--- config.mk ---
export PLATFORM = sky130hd
export DESIGN_NAME = circle_sprite_engine
export DESIGN_NICKNAME = d
export VERILOG_FILES = /design/src/rtl/circle_sprite_engine.sv
export SDC_FILE = /design/constraint.sdc
export NUM_CORES = 2
export LEC_CHECK = 0
export CAP_MARGIN = 20
export CORE_MARGIN = 4
export CORE_UTILIZATION = 25
export CTS_BUF_LIST = sky130_fd_sc_hd__clkbuf_4
export CTS_CLUSTER_DIAMETER = 50
export CTS_CLUSTER_SIZE = 25
export DETAILED_ROUTE_END_ITERATION = 10
export SLEW_MARGIN = 40
export SYNTH_ARGS = -nofsm -noshare
export SYNTH_HDL_FRONTEND = slang
export SYNTH_SLANG_ARGS = --single-unit
--- constraint.sdc ---
create_clock -name clk -period 12.5 [get_ports clk]
set_input_delay 3.75 -clock clk [delete_from_list [all_inputs] [get_ports clk]]
set_output_delay 3.75 -clock clk [all_outputs]
set_load 0.03 [all_outputs]
--- src/rtl/circle_sprite_engine.sv ---
// circle_sprite_engine: keypad-edited filled circles rendered through a 2-stage pixel pipeline.
// Optional feature macro: SPRITE_HILITE_EN draws the selected object in inverted colour.

module circle_sprite_lane (
    input  logic        clk,
    input  logic        rst,
    input  logic [9:0]  x,
    input  logic [8:0]  y,
    input  logic [9:0]  r,
    input  logic [9:0]  col,
    input  logic [8:0]  row,
    output logic [9:0]  dx,
    output logic [8:0]  dy,
    output logic [19:0] r2
);
    always_ff @(posedge clk or posedge rst) begin
        if (rst) begin
            dx <= '0;
            dy <= '0;
            r2 <= '0;
        end else begin
            dx <= (x >= col) ? x - col : col - x;
            dy <= (y >= row) ? y - row : row - y;
            r2 <= {10'd0, r} * {10'd0, r};
        end
    end
endmodule

module circle_sprite_engine #(
    parameter int N_OBJ  = 4,
    parameter int STEP   = 20,
    parameter int R_STEP = 5,
    parameter int R_MIN  = 5,
    parameter int R_MAX  = 100,
    parameter int H_RES  = 640,
    parameter int V_RES  = 480
) (
    input  logic                  clk,
    input  logic                  rst,
    input  logic [4:0]            key_code,
    input  logic                  key_ready,
    input  logic [9:0]            col_addr,
    input  logic [8:0]            row_addr,
    input  logic [12*N_OBJ-1:0]   obj_color,
    input  logic [11:0]           bg_color,
    output logic [11:0]           pix_data,
    output logic [2:0]            sel,
    output logic [9:0]            sel_x,
    output logic [8:0]            sel_y,
    output logic [9:0]            sel_r
);
    localparam int SW = (N_OBJ > 1) ? $clog2(N_OBJ) : 1;
    localparam logic [9:0] STEP_X = 10'(STEP);
    localparam logic [8:0] STEP_Y = 9'(STEP);
    localparam logic [9:0] X_HI   = 10'(H_RES - 1);
    localparam logic [8:0] Y_HI   = 9'(V_RES - 1);
    localparam logic [9:0] RS     = 10'(R_STEP);
    localparam logic [9:0] RMIN   = 10'(R_MIN);
    localparam logic [9:0] RMAX   = 10'(R_MAX);
    localparam logic [8:0] Y0     = 9'(V_RES / 2);
    localparam logic [9:0] R0     = 10'd15;

    function automatic logic [9:0] x_init(input int i);
        return 10'((H_RES / (N_OBJ + 1)) * (i + 1));
    endfunction

    logic [N_OBJ-1:0][9:0] x_q;
    logic [N_OBJ-1:0][8:0] y_q;
    logic [N_OBJ-1:0][9:0] r_q;
    logic [SW-1:0]         sel_q;
    logic                  kr_q;
    logic                  s1_vld;

    // Saturating edits compare against the limit first so nothing wraps.
    always_ff @(posedge clk or posedge rst) begin
        if (rst) begin
            kr_q  <= 1'b0;
            sel_q <= '0;
            for (int i = 0; i < N_OBJ; i++) begin
                x_q[i] <= x_init(i);
                y_q[i] <= Y0;
                r_q[i] <= R0;
            end
        end else begin
            kr_q <= key_ready;
            if (key_ready && !kr_q) begin
                case (key_code)
                    5'h0C: x_q[sel_q] <= (x_q[sel_q] < STEP_X) ? '0 : x_q[sel_q] - STEP_X;
                    5'h0E: x_q[sel_q] <= (x_q[sel_q] > X_HI - STEP_X) ? X_HI : x_q[sel_q] + STEP_X;
                    5'h09: y_q[sel_q] <= (y_q[sel_q] < STEP_Y) ? '0 : y_q[sel_q] - STEP_Y;
                    5'h11: y_q[sel_q] <= (y_q[sel_q] > Y_HI - STEP_Y) ? Y_HI : y_q[sel_q] + STEP_Y;
                    5'h10: r_q[sel_q] <= (r_q[sel_q] < RMIN + RS) ? RMIN : r_q[sel_q] - RS;
                    5'h12: r_q[sel_q] <= (r_q[sel_q] > RMAX - RS) ? RMAX : r_q[sel_q] + RS;
                    5'h0D: sel_q <= (sel_q == SW'(N_OBJ - 1)) ? '0 : sel_q + 1'b1;
                    5'h0F: begin
                        x_q[sel_q] <= x_init(int'(sel_q));
                        y_q[sel_q] <= Y0;
                        r_q[sel_q] <= R0;
                    end
                    default: ;
                endcase
            end
        end
    end

    assign sel   = 3'(sel_q);
    assign sel_x = x_q[sel_q];
    assign sel_y = y_q[sel_q];
    assign sel_r = r_q[sel_q];

    logic [N_OBJ-1:0] hit;

    genvar g;
    generate
        for (g = 0; g < N_OBJ; g++) begin : g_lane
            logic [9:0]  dx_s1;
            logic [8:0]  dy_s1;
            logic [19:0] r2_s1;
            logic [19:0] dx2, dy2;
            logic [20:0] d2;

            circle_sprite_lane u_lane (
                .clk (clk),
                .rst (rst),
                .x   (x_q[g]),
                .y   (y_q[g]),
                .r   (r_q[g]),
                .col (col_addr),
                .row (row_addr),
                .dx  (dx_s1),
                .dy  (dy_s1),
                .r2  (r2_s1)
            );

            assign dx2    = {10'd0, dx_s1} * {10'd0, dx_s1};
            assign dy2    = {11'd0, dy_s1} * {11'd0, dy_s1};
            assign d2     = {1'b0, dx2} + {1'b0, dy2};
            assign hit[g] = d2 < {1'b0, r2_s1};
        end
    endgenerate

    // Walk high-to-low so the lowest-index hit wins.
    logic [11:0] pix_next;
    always_comb begin
        pix_next = bg_color;
        for (int i = N_OBJ - 1; i >= 0; i--) begin
            if (hit[i]) begin
                pix_next = obj_color[12*i +: 12];
`ifdef SPRITE_HILITE_EN
                if (SW'(i) == sel_q) pix_next = ~obj_color[12*i +: 12];
`endif
            end
        end
    end

    // Stage 1 holds reset zeros for one edge after release; keep pix_data at 0 until it is real.
    always_ff @(posedge clk or posedge rst) begin
        if (rst) begin
            s1_vld   <= 1'b0;
            pix_data <= '0;
        end else begin
            s1_vld   <= 1'b1;
            pix_data <= s1_vld ? pix_next : 12'h000;
        end
    end
endmodule

==> impl_metrics.json <==
{
  "place_area_mm2": 0.0531,
  "avgSynthCellArea_um2": 9.19,
  "synthesis.nets": 6766,
  "synth-seq-cells": 284,
  "die_x_um": 451,
  "final_common_cell": "inv_1",
  "fillers": 20900,
  "cts.sinks": 284,
  "numCtsBuffers": 44,
  "routed.top_layer": "met5",
  "ctsResizeCount": 0,
  "wl_met1_mm": 56.6,
  "final_cell_mix": "inv_1 (1156), ha_1 (686), fa_1 (650)",
  "slew_headroom_pct": 44.8,
  "layout.cells.non_filler": 8041,
  "die_h_um": 451,
  "worst_pin_slew_ns": 0.828,
  "pre_cts_ws_ns": 4.19,
  "ctsHtreeMaxLevel": 2,
  "outcome": "finished, final reports clean",
  "timing.final.ws_setup_ns": 4.18,
  "syn_area_mm2": 0.0491,
  "finalSetupViolations": 0,
  "final_area_mm2": 0.0539,
  "rows": 162,
  "synth_edf_count": 0,
  "routedWlPerCell_um": 16.1,
  "cts_setup_buffers": 0,
  "dp_hpwl_mm": 109,
  "cts_tree": "yes",
  "met3_length_mm": 5.65,
  "synth.top_cell.area_share_pct": 26.5,
  "hold_buffers": 0,
  "die_area_mm2": 0.203,
  "port_buffers": 129,
  "initial_utilization_pct": 25.2,
  "grt_max_degree": 86,
  "ys_top_cells_by_area": "fa_1 (27%), ha_1 (18%), dfrtp_1 (13%)",
  "netlist_instances": 5342,
  "root_buffer": "clkbuf_4",
  "required_ns": 13.22,
  "slowest_stage": "or3_1",
  "clock_skew_ns": 0.0974,
  "drt_iter0_markers": 2186,
  "first_pass_iters": 10,
  "rsz0062_at_grt": "false",
  "synth_seq_area_share_pct": 14.6,
  "min_path_cells": 2,
  "yosysTopAreaCell": "fa_1",
  "critical_path_class": "flip-flop to flip-flop",
  "grt_usage_pct": 12.7,
  "remaining_drc_errors": 0,
  "cp-end-kind": "flip-flop",
  "async_flop_share_pct": 100,
  "yosys_warnings": 0,
  "worstSkewPairLatency_ns": 0.90,
  "cap_viol_max_count": 0,
  "wl_met2_mm": 62.5,
  "period_needed_ns": 8.32,
  "drv_slew": 0,
  "grt_pass1_vias": 38100,
  "fmax_ghz": 0.120,
  "vias": 36200,
  "drive_above_1_share_pct": 4.81,
  "hold_viol_final": 0,
  "cpPeakStageDelay_ns": 0.65,
  "finalSetupTns_ns": 0,
  "routed_wl_mm": 129,
  "crit_arrival_ns": 9.04,
  "antenna_found_initial": 10,
  "core_mm2": 0.195,
  "postRouteAntennaNets": 0,
  "crit_fanout": 12,
  "dp_cells": 7950,
  "clock_path_buffers": 3,
  "areaGrowthSynthToFinish_pct": 9.84,
  "vias_per_cell": 4.50,
  "ys_types": 89,
  "grt_pass1_wl_mm": 209,
  "io_pins": 131,
  "final_nets": 6796,
  "cts.reportedPaths.clkPinSlew_ns": 0.11,
  "synth_ff_type": "dfrtp_1",
  "period_share_pct": 66.6,
  "gp_congestion": 0.926,
  "grt-ovfl-total": 0,
  "ff2ff_path_depth": 29,
  "min_path_type": "flip-flop to flip-flop",
  "cp-start-kind": "flip-flop"
}
==> stage by stage <==
step	hold slack [ns]	utilization [%]
final	0.524	27.6
after global routing	0.541	27.6
after floorplan	0.417	-
after detailed placement	0.499	27.2
after global placement	0.487	27.2
after CTS	0.516	27.6
==> path summary, 6_finish.rpt <==
check | slack (ns) | end | from
setup reg to reg | 4.18 | pix_data[8] | g_lane[3].u_lane.dy[6]
setup / recovery | 4.18 | pix_data[8] | g_lane[3].u_lane.dy[6]
min in group asynchronous | 3.45 | g_lane[1].u_lane.r2[8] | rst
hold / removal | 0.52 | y_q[24] | y_q[24]
max in group asynchronous | 7.76 | g_lane[3].u_lane.dx[3] | rst
hold reg to reg | 0.52 | y_q[24] | y_q[24]
==> per-layer routing <==
metal  up-vias  track usage (%)
met5         -                0
met4         2             4.25
met3       205             1.71
met2       813             21.8
met1     18000             16.5
li1      17100                -
==> critical path: cells and delay by family (launching register included) <==
kind            cells  cell delay (ns)
compound gates      8             1.39
xor+xnor            1             0.15
simple gates        5             1.90
buf+inv             6             0.33
fa+ha+maj           8             3.67
mux                 1             0.22
flops               1             0.52
==> kinds of logic after synthesis <==
group,share of synthesized area [%]
AOI/OAI and AO/OA,9.99
xor gates and xnor gates,4.30
adders and majority gates,44.0
buffers and inverters,10.2
DFF,14.6
muxes,4.07
other,0.0153
and+or+nand+nor,12.8
==> state kept, by name, indices dropped and copies added, names as in the netlist <==
signal	count
g_lane.u_lane.dy	36
x_q	40
pix_data	12
s1_vld	1
g_lane.u_lane.dx	40
g_lane.u_lane.r2	76
sel_q	2
r_q	40
y_q	36
kr_q	1
==> cell usage after synthesis, types with 17 or more instances <==
master    count
inv_1      1157
ha_1        687
fa_1        650
nand2_1     400
and2_1      303
dfrtp_1     247
a21oi_1     220
nor2_1      204
xnor2_1     157
o21ai_0     148
clkbuf_1    124
xor2_1       84
nor2b_1      80
mux2i_1      68
a21o_1       61
mux2_2       58
nor3_1       53
nand2b_1     48
nand3_1      46
a31oi_1      39
dfstp_2      37
o21a_1       37
and3_1       31
mux4_2       29
o21bai_1     25
o31ai_1      24
nand3b_1     19
nand4_1      19
buf_2        18
a211o_1      17
a211oi_1     17
==> final cells by class <==
class / count / area [um2] / share of cell area [%]
Timing Repair Buffer: 140 / 1390 / 2.57
Sequential cell: 284 / 7160 / 13.3
Multi-Input combinational cell: 3745 / 36900 / 68.5
Tap cell: 2624 / 3280 / 6.09
Clock buffer: 49 / 368 / 0.682
Inverter: 1157 / 4350 / 8.07
Clock inverter: 33 / 399 / 0.740
Antenna cell: 9 / 22.5 / 0.0418
Power is not shown: default switching activity piles up to over one toggle a cycle in this logic, so the estimate is an artifact.
